### config.mk
export PLATFORM = sky130hd
export DESIGN_NAME = mod_counter
export DESIGN_NICKNAME = d
export VERILOG_FILES = /design/src/rtl/mod_counter_pkg.sv /design/src/rtl/mod_counter_prescaler.sv /design/src/rtl/mod_counter.sv
export SDC_FILE = /design/constraint.sdc
export NUM_CORES = 1
export LEC_CHECK = 0
export CAP_MARGIN = 20
export CORE_AREA = 2 2 39 41
export CTS_CLUSTER_DIAMETER = 60
export DETAILED_ROUTE_END_ITERATION = 10
export DIE_AREA = 0 0 41 43
export MAX_ROUTING_LAYER = met4
export REMOVE_ABC_BUFFERS = 1
export SLEW_MARGIN = 20
export SYNTH_ARGS = -nofsm -noshare
export SYNTH_HDL_FRONTEND = slang
export SYNTH_SLANG_ARGS = --single-unit
### constraint.sdc
create_clock -name clk -period 4.1 [get_ports clk]
set_input_delay 0.82 -clock clk [delete_from_list [all_inputs] [get_ports clk]]
set_output_delay 0.82 -clock clk [all_outputs]
set_load 0.05 [all_outputs]
### src/rtl/mod_counter_pkg.sv
// Shared definitions for mod_counter: direction encoding and the prescaler tick-width helper.
package mod_counter_pkg;

  typedef enum logic {
    DIR_DOWN = 1'b0,
    DIR_UP   = 1'b1
  } dir_e;

  // A PRESCALE of 1 still gets a 1-bit tick so the register never collapses to zero width.
  function automatic int unsigned tick_width(input int unsigned prescale);
    return (prescale > 1) ? $clog2(prescale) : 1;
  endfunction

endpackage

### src/rtl/mod_counter_prescaler.sv
// Enable-gated tick counter (0..PRESCALE-1); tick_out marks the cycle on which the parent may step.
module mod_counter_prescaler
  import mod_counter_pkg::*;
#(
  parameter int unsigned PRESCALE = 1
) (
  input  logic clk,
  input  logic reset,
  input  logic en,
  input  logic clr,
  output logic tick_out
);

  localparam int unsigned     TW       = tick_width(PRESCALE);
  localparam logic [TW-1:0]   TICK_MAX = TW'(PRESCALE - 1);
  localparam logic [TW-1:0]   TICK_ONE = TW'(1);

  logic [TW-1:0] tick_q, tick_d;

  always_comb begin
    tick_d = tick_q;
    if (clr) begin
      tick_d = '0;
    end else if (en) begin
      tick_d = (tick_q == TICK_MAX) ? '0 : tick_q + TICK_ONE;
    end
  end

  always_ff @(posedge clk) begin
    if (!reset) begin
      tick_q <= '0;
    end else begin
      tick_q <= tick_d;
    end
  end

  assign tick_out = (tick_q == TICK_MAX);

endmodule

### src/rtl/mod_counter.sv
// Synchronous modulo-N up/down counter with load, cascade tc and registered wrap pulse.
// Optional prescaler compiled in with `define MOD_COUNTER_PRESCALE_EN.
module mod_counter
  import mod_counter_pkg::*;
#(
  parameter int unsigned     WIDTH    = 4,
  parameter longint unsigned MODULUS  = 16,
  parameter int unsigned     PRESCALE = 1
) (
  input  logic             clk,
  input  logic             reset,
  input  logic             en,
  input  logic             up,
  input  logic             load,
  input  logic [WIDTH-1:0] load_val,
  output logic [WIDTH-1:0] q,
  output logic             tc,
  output logic             wrap
);

  if (WIDTH < 1 || WIDTH > 32) begin : g_bad_width
    $error("mod_counter: WIDTH must be in 1..32");
  end
  if (MODULUS < 2 || MODULUS > (64'd1 << WIDTH)) begin : g_bad_modulus
    $error("mod_counter: MODULUS must be in 2..2**WIDTH");
  end
  if (PRESCALE < 1) begin : g_bad_prescale
    $error("mod_counter: PRESCALE must be at least 1");
  end

  // MODULUS == 2**WIDTH gives an all-ones MAX_CNT, so +1/-1 wrap natively in WIDTH bits.
  localparam logic [WIDTH-1:0] MAX_CNT = WIDTH'(MODULUS - 64'd1);
  localparam logic [WIDTH-1:0] ONE     = WIDTH'(1);

  logic [WIDTH-1:0] q_q, q_d;
  logic             wrap_q, wrap_d;
  logic             step_qual;
  logic             step;
  logic             at_max;
  logic             at_zero;
  logic             wrap_now;
  dir_e             dir;

`ifdef MOD_COUNTER_PRESCALE_EN
  mod_counter_prescaler #(
    .PRESCALE (PRESCALE)
  ) u_prescaler (
    .clk      (clk),
    .reset    (reset),
    .en       (en),
    .clr      (load),
    .tick_out (step_qual)
  );
`else
  assign step_qual = 1'b1;
`endif

  assign dir      = dir_e'(up);
  assign at_max   = (q_q == MAX_CNT);
  assign at_zero  = (q_q == '0);
  assign step     = en & ~load & step_qual;
  assign wrap_now = step & (((dir == DIR_UP) & at_max) | ((dir == DIR_DOWN) & at_zero));

  always_comb begin
    q_d    = q_q;
    wrap_d = 1'b0;
    if (load) begin
      q_d = (load_val > MAX_CNT) ? MAX_CNT : load_val;
    end else if (step) begin
      wrap_d = wrap_now;
      if (dir == DIR_UP) begin
        q_d = at_max ? '0 : q_q + ONE;
      end else begin
        q_d = at_zero ? MAX_CNT : q_q - ONE;
      end
    end
  end

  always_ff @(posedge clk) begin
    if (!reset) begin
      q_q    <= '0;
      wrap_q <= 1'b0;
    end else begin
      q_q    <= q_d;
      wrap_q <= wrap_d;
    end
  end

  assign q    = q_q;
  assign tc   = wrap_now;
  assign wrap = wrap_q;

endmodule

==> results.md <==
* Flop pwr share at 34.6%
* Port bufs at 14
* H-tree levels at 1
* Commonest register cell after synthesis: dfxtp_1
* Nets at 75
* Routed wire length at 894 um
* CORE AREA at roughly 0.0014 mm^2
* Filler cells at 151
* Root Buffer: clkbuf_4
* Mapped Area at 342 um^2
* GPL Wtd Cong at 0.792
* Num CTS Buffers at 3
* Register area share after synthesis at between 20% and 30%
* Critical path data required time at around 3.3 ns
* Slew headroom at 66.9%
* # DRC at 0
* VDD IR max at approximately 0.00013 V
* Setup TNS at 0 ns
* Cell count after synthesis at 45
* Via density per instance at 4.95
* Die width at 41 um
* Initial antenna violation count at 0
* Area contributors post-synth: dfxtp_1, a21oi_1, ha_1, inv_1, nor2_1
* Final Util at 38.2%
* CTS tree: built
* DRT iter0 DRCs at 10
* Leakage at 0.208 nW
* Fraction of post-synthesis cell area in the top cell type by area at 29.3%
* FMAX at 279 MHz
* Nature of the critical path endpoint: output port
* Gate power share at 31.5%
* Max Cap Viol at 0
* CTS Hold Buffers Added at 0
* Die area at 0.00176 mm^2
* Commonest cells post-synth: inv_1, nor2_1, a21oi_1, dfxtp_1, o21ai_0
* Actual slew at the worst max-slew pin at about 0.50 ns
* Distinct cell type count after synthesis at 17
* Clock Pin Slew Worst Setup and Hold Paths at 0.05 ns
* Synth warn at 0
* Clock skew at 0.00438 ns
* Antenna Diode Count at 0
* Post-synth top area cell: dfxtp_1
* Layout cell share with drive strength beyond 1 at 6.35%
* WP data arrival at 2.76 ns
* Switching share of power at between 30% and 40%
* # rows at 14
* Final ANT Viol Nets at 0
* Routed len/inst at roughly 11 um
* P_sw at 0.0574 mW
* Initial Util at 24.7%
* CP Class: in -> out
* RSZ-0062 raised after global routing: no
* Synth Register Bits at 5
* First-pass iteration count of the detailed router at 6
* Routed via count at 391
* Clock latency on the worst-skew pair at 0.25 ns
* Crit start category: input pin
* CP startpoint: up
* Outcome: completed
* Area Overhead vs Synth at 54.6%
* Post_cts resized at 0
* Power, Total at 0.171 mW
* Post-synth EDFFs at 0
* Final-report setup violation count at 0
* CP Max Fanout at 5
* Class of the worst hold path: reg -> reg
* Post-CTS setup buffer count at 0
* GR Overflow Total at 0
* Hold_sp: q[2]$_SDFFE_PN0P_
* First-pass GRT wire length at 1400 um
* Pwr/cell area at 324 mW/mm^2
* Die height at around 43 um
* # IOs at 15
* Min Tclk post-route at 3.58 ns
* DP Wirelength at approximately 660 um
* Worst flop-to-flop path startpoint: q[0]$_SDFFE_PN0P_
* Count of final max-slew check failures at 0
* Largest net degree at the start of global routing at 9
* Vias in the first global route at 346
* Clk pwr share at 33.9%
* CTS Sinks at 5
* Cell-internal power at 0.114 mW
* Total GRT Usage at 12.8%
* Count of final hold-check violations at 0
* Syn_area_per_cell at around 7.6 um^2
* Tcrit/Tclk final at 87.4%
* Ys async rst share at 0%
* Worst-case clock buffer depth at 2
-- power groups by stage --
stage / clock network, mW / registers, mW / logic (mW)
floorplan: 0 / 0.0709 / 0.0213
global placement: 0 / 0.0598 / 0.0541
detailed placement: 0 / 0.0600 / 0.0539
CTS: 0.0622 / 0.0591 / 0.0542
global route: 0.0657 / 0.0597 / 0.0583
finish: 0.0579 / 0.0591 / 0.0539
-- critical path: stages --
cell and delay [ns]:
clkdlybuf4s50_1 0.60, nand2_1 0.14, nor2_1 0.15, o21ai_0 0.12, nor2_1 0.11, clkdlybuf4s50_1 0.81
-- final timing paths --
kind	endpoint	slack [ns]	cells after the start
worst min-delay path	q[2]$_SDFFE_PN0P_	0.63	2
worst min register to register	q[2]$_SDFFE_PN0P_	0.63	2
worst max register to register	wrap$_SDFF_PP0_	2.68	5
worst max-delay path	tc	0.52	6
-- cell families after synthesis --
family | after synthesis | synth area share, %
AOI/OAI and AO/OA | 15 | 27.5
xor gates and xnor gates | 2 | 5.13
and+or+nand+nor | 14 | 21.2
DFF | 5 | 29.3
muxes | 1 | 2.93
adders and majority gates | 2 | 7.32
buffers and inverters | 6 | 6.59
-- routing by layer --
metal	GRT usage [%]	vias up	share of wire (%)
met3	3.14	2	8.1
li1	-	201	-
met2	16.3	17	47
met1	13.7	171	42
met5	-	-	0
met4	16.0	0	2.3
-- layout by cell type, fill, tap and decap left out, drive strengths merged, types with 2 or more instances in the layout --
| cell | Yosys | layout |
|---|---|---|
| clkdlybuf4s50 | 0 | 14 |
| inv | 6 | 6 |
| nor2 | 6 | 6 |
| a21oi | 5 | 5 |
| dfxtp | 5 | 5 |
| o21ai | 4 | 4 |
| clkbuf | 0 | 4 |
| nand2 | 3 | 3 |
| xnor2 | 2 | 2 |
| nor3 | 2 | 2 |
| o221ai | 2 | 2 |
| o31ai | 2 | 2 |
| ha | 2 | 2 |
-- through the flow --
step	hold slack (ns)	instance area, um^2	cells	setup WS (ns)
final	0.632	528	79	0.515
after global routing	0.674	528	79	0.406
after CTS	0.643	528	79	0.513
after detailed placement	0.633	502	75	0.522
after global placement	0.624	502	75	0.541
after floorplan	0.814	342	45	1.35
-- layout make-up --
class / count / area (um^2) / share of cell area [%]
multi-input cells: 34 / 219 / 41.5
clock buffers: 4 / 26.3 / 4.98
flip-flops and latches: 5 / 100 / 19.0
inverters: 6 / 22.5 / 4.27
well taps: 16 / 20.0 / 3.79
repair buffers: 14 / 140 / 26.5
-- flip-flops by register name, indices dropped and copies added, names as in the netlist --
signal	flops
q	4
wrap	1
Power figures use the tool's default switching activity.
